$ cat src/rtl/mac_accum.sv
`default_nettype none
// +--------------------------------------------------------------------------+
// | mac_accum                                                                |
// | 64-entry Q8.8 multiply-accumulate buffer with a ready/valid drain port.  |
// | Optional build macro: MAC_SAT_EN (saturating accumulate, else wrapping). |
// | Revision: 1.0                                                            |
// +--------------------------------------------------------------------------+
module mac_accum (
    input  logic        clk,
    input  logic        rst,
    input  logic [1:0]  comp_en_mem,
    input  logic [15:0] in_act_value_mem,
    input  logic [5:0]  out_act_addr_mem,
    input  logic [15:0] w_mem_q,
    input  logic [15:0] u_mem_q,
    input  logic [15:0] v_mem_q,
    input  logic        acc_clear,
    input  logic        drain_start,
    input  logic [5:0]  drain_last,
    output logic        out_valid,
    input  logic        out_ready,
    output logic [5:0]  out_addr,
    output logic [15:0] out_data,
    output logic        out_last,
    output logic        busy,
    output logic        err
);

    localparam logic [1:0] c_EN_IDLE = 2'd0;
    localparam logic [1:0] c_EN_W    = 2'd1;
    localparam logic [1:0] c_EN_U    = 2'd2;
    localparam logic [1:0] c_EN_V    = 2'd3;
    localparam int         c_DEPTH   = 64;

    typedef enum logic [1:0] {
        S_ACC   = 2'd0,
        S_FLUSH = 2'd1,
        S_DRAIN = 2'd2
    } state_t;

    state_t       r_state;
    state_t       w_state_nxt;

    logic [15:0]  r_entry [c_DEPTH];
    logic         r_p_valid;
    logic [15:0]  r_p_prod;
    logic [5:0]   r_p_addr;
    logic [5:0]   r_ptr;
    logic [5:0]   r_drain_last;
    logic         r_err;

    logic         w_busy;
    logic         w_drain;
    logic         w_capture;
    logic         w_clear;
    logic         w_xfer;
    logic [15:0]  w_weight;
    logic [23:0]  w_act_ext;
    logic [23:0]  w_wt_ext;
    logic [23:0]  w_prod;
    logic [15:0]  w_cur;
    logic [15:0]  w_acc_sum;

    assign w_busy    = (r_state != S_ACC);
    assign w_drain   = (r_state == S_DRAIN);
    assign w_capture = (comp_en_mem != c_EN_IDLE) && !w_busy;
    assign w_clear   = acc_clear && !w_busy;
    assign w_xfer    = out_valid && out_ready;

    always_comb begin
        w_weight = 16'h0000;
        case (comp_en_mem)
            c_EN_W:  w_weight = w_mem_q;
            c_EN_U:  w_weight = u_mem_q;
            c_EN_V:  w_weight = v_mem_q;
            default: w_weight = 16'h0000;
        endcase
    end

    // Only product bits [23:8] are kept, so a 24-bit modular multiply suffices.
    assign w_act_ext = {{8{in_act_value_mem[15]}}, in_act_value_mem};
    assign w_wt_ext  = {{8{w_weight[15]}}, w_weight};
    assign w_prod    = w_act_ext * w_wt_ext;

    assign w_cur = r_entry[r_p_addr];

`ifdef MAC_SAT_EN
    logic [16:0] w_sum_ext;
    assign w_sum_ext = {w_cur[15], w_cur} + {r_p_prod[15], r_p_prod};
    always_comb begin
        w_acc_sum = w_sum_ext[15:0];
        if (w_sum_ext[16] != w_sum_ext[15]) begin
            w_acc_sum = w_sum_ext[16] ? 16'h8000 : 16'h7FFF;
        end
    end
`else
    assign w_acc_sum = w_cur + r_p_prod;
`endif

    always_comb begin
        w_state_nxt = r_state;
        case (r_state)
            S_ACC:   if (drain_start)          w_state_nxt = S_FLUSH;
            S_FLUSH: if (!r_p_valid)           w_state_nxt = S_DRAIN;
            S_DRAIN: if (w_xfer && out_last)   w_state_nxt = S_ACC;
            default:                           w_state_nxt = S_ACC;
        endcase
    end

    // Outputs are forced to zero outside DRAIN, which also covers reset.
    assign out_valid = w_drain;
    assign out_addr  = w_drain ? r_ptr : 6'd0;
    assign out_data  = w_drain ? r_entry[r_ptr] : 16'h0000;
    assign out_last  = w_drain && (r_ptr == r_drain_last);
    assign busy      = w_busy;
    assign err       = r_err;

    always_ff @(posedge clk or posedge rst) begin
        if (rst) begin
            r_state      <= S_ACC;
            r_p_valid    <= 1'b0;
            r_p_prod     <= 16'h0000;
            r_p_addr     <= 6'd0;
            r_ptr        <= 6'd0;
            r_drain_last <= 6'd0;
            r_err        <= 1'b0;
        end else begin
            r_state   <= w_state_nxt;
            r_p_valid <= w_capture;
            if (w_capture) begin
                r_p_prod <= w_prod[23:8];
                r_p_addr <= out_act_addr_mem;
            end
            if ((r_state == S_ACC) && drain_start) begin
                r_ptr        <= 6'd0;
                r_drain_last <= drain_last;
            end else if (w_xfer) begin
                r_ptr <= r_ptr + 6'd1;
            end
            if (w_busy && (acc_clear || drain_start || (comp_en_mem != c_EN_IDLE))) begin
                r_err <= 1'b1;
            end
        end
    end

    // Clear takes priority over a concurrent stage-A write.
    always_ff @(posedge clk or posedge rst) begin
        if (rst) begin
            for (int i = 0; i < c_DEPTH; i++) begin
                r_entry[i] <= 16'h0000;
            end
        end else if (w_clear) begin
            for (int i = 0; i < c_DEPTH; i++) begin
                r_entry[i] <= 16'h0000;
            end
        end else if (r_p_valid) begin
            r_entry[r_p_addr] <= w_acc_sum;
        end
    end

endmodule
`default_nettype wire

$ cat config.mk
export PLATFORM = sky130hd
export DESIGN_NAME = mac_accum
export DESIGN_NICKNAME = d
export VERILOG_FILES = /design/src/rtl/mac_accum.sv
export SDC_FILE = /design/constraint.sdc
export NUM_CORES = 2
export LEC_CHECK = 0
export ABC_CLOCK_PERIOD_IN_PS = 34200
export CAP_MARGIN = 20
export CORE_MARGIN = 4
export CORE_UTILIZATION = 58
export CTS_BUF_LIST = sky130_fd_sc_hd__clkbuf_16
export DETAILED_ROUTE_END_ITERATION = 7
export PLACE_DENSITY = 0.74
export SETUP_SLACK_MARGIN = 0.1
export SLEW_MARGIN = 40
export SYNTH_ARGS = -nofsm -noshare
export SYNTH_HDL_FRONTEND = slang
export SYNTH_SLANG_ARGS = --single-unit
$ cat constraint.sdc
create_clock -name clk -period 34.2 [get_ports clk]
set_input_delay 6.84 -clock clk [delete_from_list [all_inputs] [get_ports clk]]
set_output_delay 6.84 -clock clk [all_outputs]
set_load 0.02 [all_outputs]
==> flow_metrics.env <==
export IMPL_run_status="complete, but fails checks"
export IMPL_violations="design-rule violations"
export IMPL_crit_family="adder cells"
export IMPL_p_int_mw=2.880
export IMPL_clkPwrFrac_pct=22.4
export IMPL_place_congestion=1.006
export IMPL_required_ns=34.77
export IMPL_cts_tree="yes"
export IMPL_die_x_um=336.7
export IMPL_total_power_mw=5.464
export IMPL_pwr_share_seq_pct=28.1
export IMPL_numCtsBuffers=113
export IMPL_netlist_area_leader_share_pct=42.42
export IMPL_grt_pass1_wl_um=356100
export IMPL_cap_violations=0
export IMPL_ys_seq_elements=1062
export IMPL_area_delta_synth_final_pct=10.18
export IMPL_finalInstanceArea_um2=69030
export IMPL_rows=120
export IMPL_drt_iter0_markers=9538
export IMPL_hold_path_class="flop to flop"
export IMPL_io_buffers=108
export IMPL_grt_busiest_layer="met2"
export IMPL_cp_start_kind="input port"
export IMPL_fin_util_pct=64.39
export IMPL_grt_usage_pct=42.48
export IMPL_min_period_ns=13.83
export IMPL_ys_top_cells_by_area="dfrtp_1 (42%), mux4_2 (12%), nand2_1 (7.2%), fa_1 (6.0%), a22o_1 (4.5%)"
export IMPL_postSynthAreaPerCell_um2=10.14
export IMPL_worst_path_stages=23
export IMPL_viasPerCell=7.355
export IMPL_start_util_pct=58.44
export IMPL_dieArea_um2=113300
export IMPL_ys_types=60
export IMPL_synth_most_common_cell="nand2_1"
export IMPL_fin_crit_sh_pct=40.45
export IMPL_clk_pin_slew_worst_paths_ns=0.06
export IMPL_reg2reg_slack_ns=25.67
export IMPL_crit_buf_inv=4
export IMPL_final_setup_tns_ns=0
export IMPL_cp_cell_sequence="clkdlybuf4s50_1 > nor2b_2 > a22o_1 > nand2_1 > fa_1 > fa_1 > fa_1 > inv_1 > fa_1 > fa_1 > inv_1 > fa_1 > inv_1 > ha_1 > a21oi_1 > o211ai_1 > nor2_1 > o2111ai_1 > nand3_1 > nand3b_1 > o31ai_1 > xnor2_1 > o21ai_0"
export IMPL_critPathKind="input port to flop"
export IMPL_vias=55370
export IMPL_synth_area_um2=62650
export IMPL_synthFlopType="dfrtp_1"
export IMPL_final_max_slew_violation_count=0
export IMPL_whs_ns=0.4966
export IMPL_fin_nets=6385
export IMPL_hpwl_um=152500
export IMPL_final_antenna_net_count=0
export IMPL_routedWlPerCell_um=32.20
export IMPL_synth_top_cell_by_area="dfrtp_1"
export IMPL_drc=17
export IMPL_grt_setup_unrepaired="false"
export IMPL_synth_net_count=6535
export IMPL_antenna_found_initial=19
export IMPL_holdBufCountCts=0
export IMPL_grt_pass1_vias=53909
export IMPL_synthTopCellsByCount="nand2_1 (1199), dfrtp_1 (1062), a21oi_1 (549)"
export IMPL_path_max_fanout=19
export IMPL_p_sw_share_pct=47.29
export IMPL_synthArstFlopShare_pct=100.0
export IMPL_die_y_um=336.7
export IMPL_root_buffer="clkbuf_16"
export IMPL_use_met2_pct=58.13
export IMPL_clockBufferDepth=3
export IMPL_grt_ovfl_total=0
export IMPL_clk_latency_ns=0.73
export IMPL_gr_usage_met1_pct=53.34
export IMPL_firstDrtPassIters=8
export IMPL_slowest_stage="clkdlybuf4s50_1"
export IMPL_max_slew_margin_pct=31.77
export IMPL_min_path_cells=2
export IMPL_io_pins=109
export IMPL_ir_drop_v=0.0001122
export IMPL_max_freq_ghz=0.07228
export IMPL_syn_inst=6179
export IMPL_postCtsSetupRepairBufs=0
export IMPL_finalHoldViolCount=0
export IMPL_drt_wl_total_um=242400
export IMPL_p_switching_mw=2.584
export IMPL_critPathArrivalTime_ns=14.41
export IMPL_grt_max_degree=154
export IMPL_p_per_area_nw_per_um2=79.15
export IMPL_tightestPinTransition_ns=1.019
export IMPL_setup_viol=0
export IMPL_fp_coreArea_um2=107200
export IMPL_skew_ns=0.03097
export IMPL_use_met3_pct=19.90
export IMPL_placed_area_um2=65250
export IMPL_ys_warn_count=0
export IMPL_crit_top_cell="fa_1"
export IMPL_pwr_share_comb_pct=49.5
export IMPL_ys_seq_area_share_pct=42.42
export IMPL_endpoint_kind="flop"
export IMPL_postCtsResizedCells=0
export IMPL_final_layout_size_suffix_gt1_share_pct=13.01
export IMPL_htreeDepth=3
export IMPL_p_leak_nw=28.53
export IMPL_crit_path_max_incr_delay_ns=0.78
export IMPL_numClockSinks=1062
export IMPL_ff2ff_path_depth=19
export IMPL_synth_edf_count=0
-- area by class of cell --
type                       instances  area [µm²]
antenna                            6       15.01
clock buffer                     115        2878
clock inverter                    90       708.2
fill                            8376       38170
inverter                         257       968.4
multi-input combinational       4307       33380
sequential                      1062       26590
tap                             1403        1755
timing repair buffer             288        2730
-- kinds of logic after synthesis --
family | synth area share [%]
mux | 12.87
compound gates | 19.10
flops | 42.42
fa+ha+maj | 7.692
xor+xnor | 1.008
buf+inv | 5.006
simple gates | 11.90
-- worst paths after layout --
path,startpoint,end
hold / removal,r_p_prod[6],r_p_prod[6]
hold reg to reg,r_p_prod[6],r_p_prod[6]
setup reg to reg,r_p_addr[2],r_entry[1005]
setup / recovery,comp_en_mem[1],r_p_prod[15]
min in group asynchronous,rst,r_entry[779]
max in group asynchronous,rst,r_entry[109]
-- power by group through the flow --
stage	Sequential, mW	Clock (mW)	Combinational, mW
2_1_floorplan	1.49	0	1.71
3_3_place_gp	1.55	0	2.49
3_5_place_dp	1.55	0	2.57
4_1_cts	1.52	1.22	2.58
5_1_grt	1.55	1.27	2.82
6_report	1.54	1.22	2.71
-- worst reg2reg max path, delay by kind of cell (launching register included) --
family / cells / cell delay (ns)
flops: 1 / 0.33
xor+xnor: 1 / 0.68
buf+inv: 4 / 2.33
fa+ha+maj: 1 / 0.32
compound gates: 8 / 2.70
simple gates: 5 / 2.04
-- state kept, by name, summed over array words and instances (netlist names) --
name and count:
err 1, r_drain_last 6, r_entry 1024, r_p_addr 6
r_p_prod 16, r_p_valid 1, r_ptr 6, r_state 2
-- routing by layer --
metal,vias up,share of wire (%)
met2,5005,41
li1,21949,-
met1,27121,33
met5,-,0.066
met3,1274,17
met4,21,8.6
-- stage by stage --
stage               setup slack [ns]  std cells
floorplan                      12.71       6179
global placement               19.45       7303
detailed placement             19.49       7312
CTS                            20.20       7517
global route                   19.94       7523
finish                         20.37       7528
-- layout by cell type (no fill, tap or decap), types with 60 or more instances in the layout --
master           count
a211oi_1           111
dfrtp_1           1056
a22oi_1            329
inv_1              285
a31oi_1             60
mux4_2             341
buf_4              142
clkdlybuf4s50_1    107
o21ai_0            238
nor2_1             241
a22o_1             322
nor2b_1             73
a221oi_1            84
nand2_1           1192
ha_1                85
clkbuf_16          115
nand3_1             66
fa_1               186
and2_1              83
a21oi_1            547
(Power assumes the default switching activity.)
